## src/rtl/oh_skidbuf_pkg.sv

```systemverilog
// rtl/oh_skidbuf_pkg.sv - shared state encodings for valid/ready pipe stages
package oh_skidbuf_pkg;

  typedef enum logic [1:0] {
    ST_EMPTY = 2'b00,
    ST_ONE   = 2'b01,
    ST_FULL  = 2'b10
  } pipe_state_e;

endpackage

```

## src/rtl/oh_skidbuf_buffer4.sv

```systemverilog
// rtl/oh_skidbuf_buffer4.sv - output buffer-cell stage, behavioural or per-bit cells
module oh_buffer4 #(
  parameter int N    = 1,
  parameter     SYN  = "TRUE",
  parameter     TYPE = "DEFAULT"
) (
  input  logic [N-1:0] in,
  output logic [N-1:0] out
);

  if (SYN == "TRUE") begin : g_behav
    assign out = in;
  end else begin : g_cells
    for (genvar i = 0; i < N; i++) begin : g_bit
      if (TYPE == "INV2") begin : g_inv2
        // inverting cell pair keeps the net polarity while isolating the load
        logic mid;
        assign mid    = ~in[i];
        assign out[i] = ~mid;
      end else begin : g_buf
        assign out[i] = in[i];
      end
    end
  end

endmodule

```

## src/rtl/oh_skidbuf.sv

```systemverilog
// rtl/oh_skidbuf.sv - two-entry valid/ready skid stage with registered in_ready
module oh_skidbuf
  import oh_skidbuf_pkg::*;
#(
  parameter int N    = 32,
  parameter     SYN  = "TRUE",
  parameter     TYPE = "DEFAULT"
) (
  input  logic         clk,
  input  logic         nreset,
  input  logic         flush,
  input  logic         in_valid,
  input  logic [N-1:0] in_data,
  output logic         in_ready,
  output logic         out_valid,
  output logic [N-1:0] out_data,
  input  logic         out_ready,
  output logic [1:0]   fill
);

  pipe_state_e state_q, state_d;
  logic [N-1:0] main_q, main_d;
  logic [N-1:0] skid_q, skid_d;
  logic         in_ready_q;
  logic         valid_int;
  logic         in_fire;
  logic         out_fire;

  assign valid_int = (state_q != ST_EMPTY);
  assign in_fire   = in_valid & in_ready_q;
  assign out_fire  = valid_int & out_ready;

  always_comb begin
    state_d = state_q;
    main_d  = main_q;
    skid_d  = skid_q;
    case (state_q)
      ST_EMPTY: begin
        if (in_fire) begin
          state_d = ST_ONE;
          main_d  = in_data;
        end
      end
      ST_ONE: begin
        if (in_fire && out_fire) begin
          main_d = in_data;
        end else if (in_fire) begin
          state_d = ST_FULL;
          skid_d  = in_data;
        end else if (out_fire) begin
          state_d = ST_EMPTY;
        end
      end
      ST_FULL: begin
        if (out_fire) begin
          state_d = ST_ONE;
          main_d  = skid_q;
        end
      end
      default: state_d = ST_EMPTY;
    endcase
    // flush wins over any simultaneous transfer; the popped word already left
    if (flush) begin
      state_d = ST_EMPTY;
    end
  end

  always_ff @(posedge clk) begin
    if (!nreset) begin
      state_q    <= ST_EMPTY;
      main_q     <= '0;
      in_ready_q <= 1'b0;
    end else begin
      state_q    <= state_d;
      main_q     <= main_d;
      in_ready_q <= (state_d != ST_FULL);
    end
  end

  always_ff @(posedge clk) begin
    skid_q <= skid_d;
  end

  assign in_ready = in_ready_q;
  assign fill     = state_q;

  oh_buffer4 #(
    .N    (N + 1),
    .SYN  (SYN),
    .TYPE (TYPE)
  ) u_obuf (
    .in  ({valid_int, main_q}),
    .out ({out_valid, out_data})
  );

endmodule

```

## config.mk

```make
export PLATFORM = sky130hd
export DESIGN_NAME = oh_skidbuf
export DESIGN_NICKNAME = d
export VERILOG_FILES = /design/src/rtl/oh_skidbuf_pkg.sv /design/src/rtl/oh_skidbuf_buffer4.sv /design/src/rtl/oh_skidbuf.sv
export SDC_FILE = /design/constraint.sdc
export NUM_CORES = 1
export LEC_CHECK = 0
export BUFFER_PORTS_ARGS = -buffer_cell sky130_fd_sc_hd__buf_2
export CAP_MARGIN = 40
export CORE_MARGIN = 8
export CORE_UTILIZATION = 50
export CTS_CLUSTER_DIAMETER = 150
export DETAILED_ROUTE_END_ITERATION = 7
export PLACE_DENSITY = 0.77
export RECOVER_POWER = 100
export SYNTH_ARGS = -nofsm -noshare
export SYNTH_HDL_FRONTEND = slang
export SYNTH_SLANG_ARGS = --single-unit
```

## constraint.sdc

```tcl
create_clock -name clk -period 2.4 [get_ports clk]
set_input_delay 0.48 -clock clk [delete_from_list [all_inputs] [get_ports clk]]
set_output_delay 0.48 -clock clk [all_outputs]
set_load 0.02 [all_outputs]
```

; Word-level counts from Yosys, hierarchy flattened
; Index checks and enable logic that the tools add are counted.
[word_totals]
inputBits = 37
regBits = 67
elab_cells = 30
output_inout_bits = 36
[op_classes]
n_reduce_logical = 6
n_bitwise = 3
eq_ne = 6
mux = 11
[ops]
columns = operator, n
row1 = two-way mux 32 bit, 3
row2 = one-hot mux 32 bit (3 select lines), 1
row3 = two-way mux 2 bit, 6
row4 = "inequality test 2 bit, second input constant", 4
row5 = one-hot mux 2 bit (3 select lines), 1
row6 = AND reduction 4 bit, 1
row7 = AND reduction 3 bit, 1
row8 = nonzero test 3 bit, 1
row9 = bitwise AND 1 bit, 2
row10 = "== test 2 x 1 -> 1 bit, second input constant", 1
row11 = "== test 2 bit, second input constant", 1
row12 = logical NOT 2 bit, 1
row13 = nonzero test 2 bit, 1
row14 = logical AND 1 bit, 1
row15 = NOT 1 bit, 1

; Depth between registers and ports, before layout
[logic_depth]
ltp_word = 8
depth_mapped = 5
mapped_depth_nobuf = 4

; Hierarchy
; A second synthesis with hierarchy kept.
[unflattened]
cells_unflattened = 225
area_unflattened_um2 = 2758.9
[by_module_without_submodules]
columns = module, cells_each, seq_area_each_um2, area_per_inst_um2, instances
row1 = oh_skidbuf, 192, 1661.6, 2511.2, 1
row2 = oh_buffer4, 33, 0.0, 247.7, 1

; Worst setup path before layout
; OpenSTA, ideal clock, no wires.
[synth_timing]
path_kind = reg-to-reg
start = register state_q[0] (netlist: fill[0])
end = register skid_q[0], enable pin
arrival_time_ns = 1.644
stages_incl_launch_ff = 3
setup_ns = 0.392
path_buffers = 0
period_less_slack_ns = 2.036
required_time_ns = 2.008
slack_ns = 0.364
cell_sequence = dfxtp_1 -> nor2b_1 -> and2_1
[synth_via]
elab_chain_cells = 5
word_cells_on_any_way = 6
cone_classes = 1 x eq/ne / 2 x bitwise / 3 x reduce/logical
[synth_rtl]
columns = element, line
row1 = start: declaration, oh_skidbuf.sv:21  ; pipe_state_e state_q, state_d;
row2 = start signal: assignment, oh_skidbuf.sv:74  ; state_q <= state_d;
row3 = nonzero test 2 bit, oh_skidbuf.sv:29  ; assign valid_int = (state_q != ST_EMPTY);
row4 = bitwise AND 1 bit, oh_skidbuf.sv:31  ; assign out_fire = valid_int & out_ready;
row5 = logical AND 1 bit, oh_skidbuf.sv:45  ; if (in_fire && out_fire) begin
row6 = NOT 1 bit (no line), n/a
row7 = AND reduction 3 bit (no line) *, n/a
row8 = end signal: assignment, oh_skidbuf.sv:81  ; skid_q <= skid_d;
row9 = end: declaration, oh_skidbuf.sv:23  ; logic [N-1:0] skid_q, skid_d;
; Mark *: on every way between the ends. The rest lies on a longest branch, timed or not.
; A chain may end at the register's enable or synchronous reset.

; Worst setup path after layout
[layout_timing]
start = register state_q[0] (netlist: fill[0])
end = register main_q[16]
[layout_via]
elab_chain_cells = 5
word_cells_on_any_way = 12
cone_classes = 5 x eq/ne / 1 x mux / 1 x bitwise / 5 x reduce/logical
[layout_rtl]
columns = element, line
row1 = nonzero test 2 bit, oh_skidbuf.sv:29
row2 = bitwise AND 1 bit, oh_skidbuf.sv:31
row3 = logical AND 1 bit, oh_skidbuf.sv:45
row4 = inequality test 2 bit (no line), n/a
row5 = AND reduction 4 bit (no line), n/a
row6 = end signal: assignment, oh_skidbuf.sv:75  ; main_q <= main_d;
row7 = end: declaration, oh_skidbuf.sv:22  ; logic [N-1:0] main_q, main_d;
; Parallel ways exist; a longest one is shown, timed or not.

==> impl_metrics.tcl <==
set metrics [dict create \
    synth-seq-cells 67 \
    yosys-top-cells-area "edfxtp_1 38%, dfxtp_1 28%, mux2i_1 13%" \
    syn_area_um2 2510 \
    drt_wl_total_um 5170 \
    io_buffers 72 \
    numCtsBuffers 9 \
    ys_seq_area_share_pct 66.2 \
    tns_ns 0 \
    power_density_nw_per_um2 793 \
    maxSlewHeadroom_pct 46.3 \
    fin_worst_skew_ns 0.00817 \
    areaGrowthSynthToFinish_pct 19.4 \
    power_frac_clock_pct 38.7 \
    n_antenna_cell 0 \
    wire_per_inst_um 15.2 \
    dr.pass1.iters 4 \
    intPower_uw 1840 \
    yosys_warnings 0 \
    yosysTopAreaCellShare_pct 38.3 \
    cp_max_fo 34 \
    fin_crit_sh_pct 77.3 \
    cts_resized 0 \
    worstPathRequired_ns 2.65 \
    rr_endpoint "main_q[16]$_SDFFE_PN0P_" \
    crit_path_end "main_q[16]$_SDFFE_PN0P_" \
    crit_type "register to register" \
    die_x_um 86.9 \
    pin_count 73 \
    netlist-cell-type-count 20 \
    setup_viol 0 \
    multi_input_area_um2 746 \
    layout.nets 304 \
    hp-class "input port to register" \
    initial_core_util_pct 52.5 \
    cts_root_buf "clkbuf_8" \
    drc 0 \
    core_area_um2 4790 \
    numClockSinks 67 \
    drtAntennaViolNets 0 \
    rr_worst_depth 5 \
    crit_path_start_kind "register" \
    synth_nets 229 \
    postCtsHoldBufs 0 \
    htreeDepth 3 \
    regArea_um2 1660 \
    grt_pass1_vias 1725 \
    drv_slew 0 \
    p_comb_share_pct 8.3 \
    drtIter0Drc 79 \
    track_usage_pct 13.8 \
    cap_violations 0 \
    final_util_pct 62.7 \
    rows 25 \
    grt_max_degree 36 \
    clockBufferDepth 2 \
    p_leak_uw 0.00101 \
    grt_first_pass_wirelength_um 8170 \
    clk_pin_slew_ns 0.07 \
    fmax_mhz 539 \
    cp.arrival_ns 2.11 \
    n_fill_cell 421 \
    gp_congestion 0.724 \
    cts_tree "done" \
    crit_start "fill[0]$_SDFF_PN0_" \
    ff2ff_setup_slack_ns 0.54 \
    worst-slew-pin-transition_ns 0.805 \
    fin_crit_ns 1.86 \
    drive_gt1_share_pct 10.7 \
    syn_inst 192 \
    status "finished clean" \
    p_sw_share_pct 22.7 \
    dieArea_um2 7550 \
    antenna_found_initial 0 \
    end_kind "register" \
    syn_avg_cell_area_um2 13.1 \
    post-synth-top-area-cell "edfxtp_1" \
    dp_hpwl_um 3540 \
    rsz0062_at_grt "false" \
    grt_overflow 0 \
    rr_startpoint "fill[0]$_SDFF_PN0_" \
    via_count 1732 \
    viasPerCell 5.11 \
    seq_power_share_pct 52.9 \
    hold_viol 0 \
    p_sw_uw 540 \
    ir_worst_vdd_v 0.000452 \
    clk-insertion-delay-late_ns 0.32 \
    postCtsSetupBuffers 0 \
    fp.dieH_um 86.9 \
]
flip-flops by register name (all words and copies together) (netlist names):
| signal | cells |
|---|---|
| main_q | 32 |
| skid_q | 32 |
| fill | 2 |
| in_ready | 1 |
per-stage QoR:
step / cell area (um^2) / total power, uW / instances / worst slack (ns) / hold WS (ns)
final: 3000 / 2380 / 339 / 0.544 / 0.347
after detailed placement: 2910 / 1510 / 323 / 0.612 / 0.508
after CTS: 3110 / 2430 / 339 / 0.698 / 0.326
after global routing: 3000 / 2470 / 339 / 0.376 / 0.336
after global placement: 2910 / 1500 / 323 / 0.650 / 0.502
after floorplan: 2510 / 1420 / 192 / 0.364 / 0.509
worst max-delay path, cell delays in order, from the launching register on:
cell and delay [ns]:
dfxtp_1 0.36, nor2b_1 0.17, o31ai_1 0.36, clkbuf_2 0.55, o21ai_0 0.19, a21oi_1 0.15
kinds of logic (layout without fill, tap and decap cells):
family / after synthesis / count (layout) / synth area share, %
flip-flops: 67 / 67 / 66.2
AO/OA/AOI/OAI: 68 / 68 / 14.2
buffers and inverters: 13 / 93 / 3.59
AND/OR/NAND/NOR: 11 / 11 / 2.84
multiplexers: 33 / 33 / 13.2
cell usage after synthesis:
cell type and instances:
edfxtp_1 32, nand3b_1 1, o22ai_1 1, o21ai_1 28
clkbuf_4 2, o21ai_0 4, o31ai_4 1, clkbuf_1 3
and2_1 2, buf_6 3, nor3_1 1, dfxtp_1 35
buf_4 2, mux2i_1 33, or2_2 1, nand2_1 1
and3b_1 2, buf_2 3, a21oi_1 34, nor2b_1 3
cell usage in the layout (no fill, tap or decap):
master     instances
clkbuf_1          65
dfxtp_1           35
a21oi_1           34
mux2i_1           33
edfxtp_1          32
o21ai_0           30
clkbuf_8          11
buf_2             10
clkbuf_2           4
nor2b_1            3
and3b_1            2
o21ai_1            2
or2_2              1
and2_0             1
nand2_1            1
nand3b_1           1
o31ai_1            1
nor3_1             1
and2_1             1
o22ai_1            1
bufinv_16          1
clkinv_2           1
buf_4              1
power groups by stage:
stage	Sequential [uW]	Clock (uW)	Combinational, uW
after floorplan	1330	0	84.5
after global placement	1280	0	221
after detailed placement	1280	0	225
after CTS	1260	942	226
after global routing	1260	989	221
final	1260	921	198
layout make-up:
class	instances	area share [%]
Clock buffer	14	5.42
Clock inverter	2	1.17
Multi-Input combinational cell	112	24.9
Sequential cell	67	55.4
Tap cell	67	2.80
Timing Repair Buffer	77	10.3
worst min-delay path by stage:
stage | from | endpoint | slack, ns | cells past startpoint
after floorplan | skid_q[0]$_DFFE_PP_ | main_q[0]$_SDFFE_PN0P_ | 0.51 | 2
after global placement | main_q[10]$_SDFFE_PN0P_ | main_q[10]$_SDFFE_PN0P_ | 0.50 | 2
after detailed placement | main_q[21]$_SDFFE_PN0P_ | main_q[21]$_SDFFE_PN0P_ | 0.51 | 2
after CTS | in_data[20] | skid_q[20]$_DFFE_PP_ | 0.33 | 1
after global routing | in_data[21] | skid_q[21]$_DFFE_PP_ | 0.34 | 1
final | in_data[22] | skid_q[22]$_DFFE_PP_ | 0.35 | 1
per-layer routing:
layer  GRT usage (%)  vias up  part of all wire [%]
met3            4.62        5                   6.4
met5               0        -                     0
met4            6.57        0                   1.1
li1                -      874                     -
met2            22.4       53                    47
met1            16.1      800                    45
No activity file was read; power rests on OpenSTA's default activity.
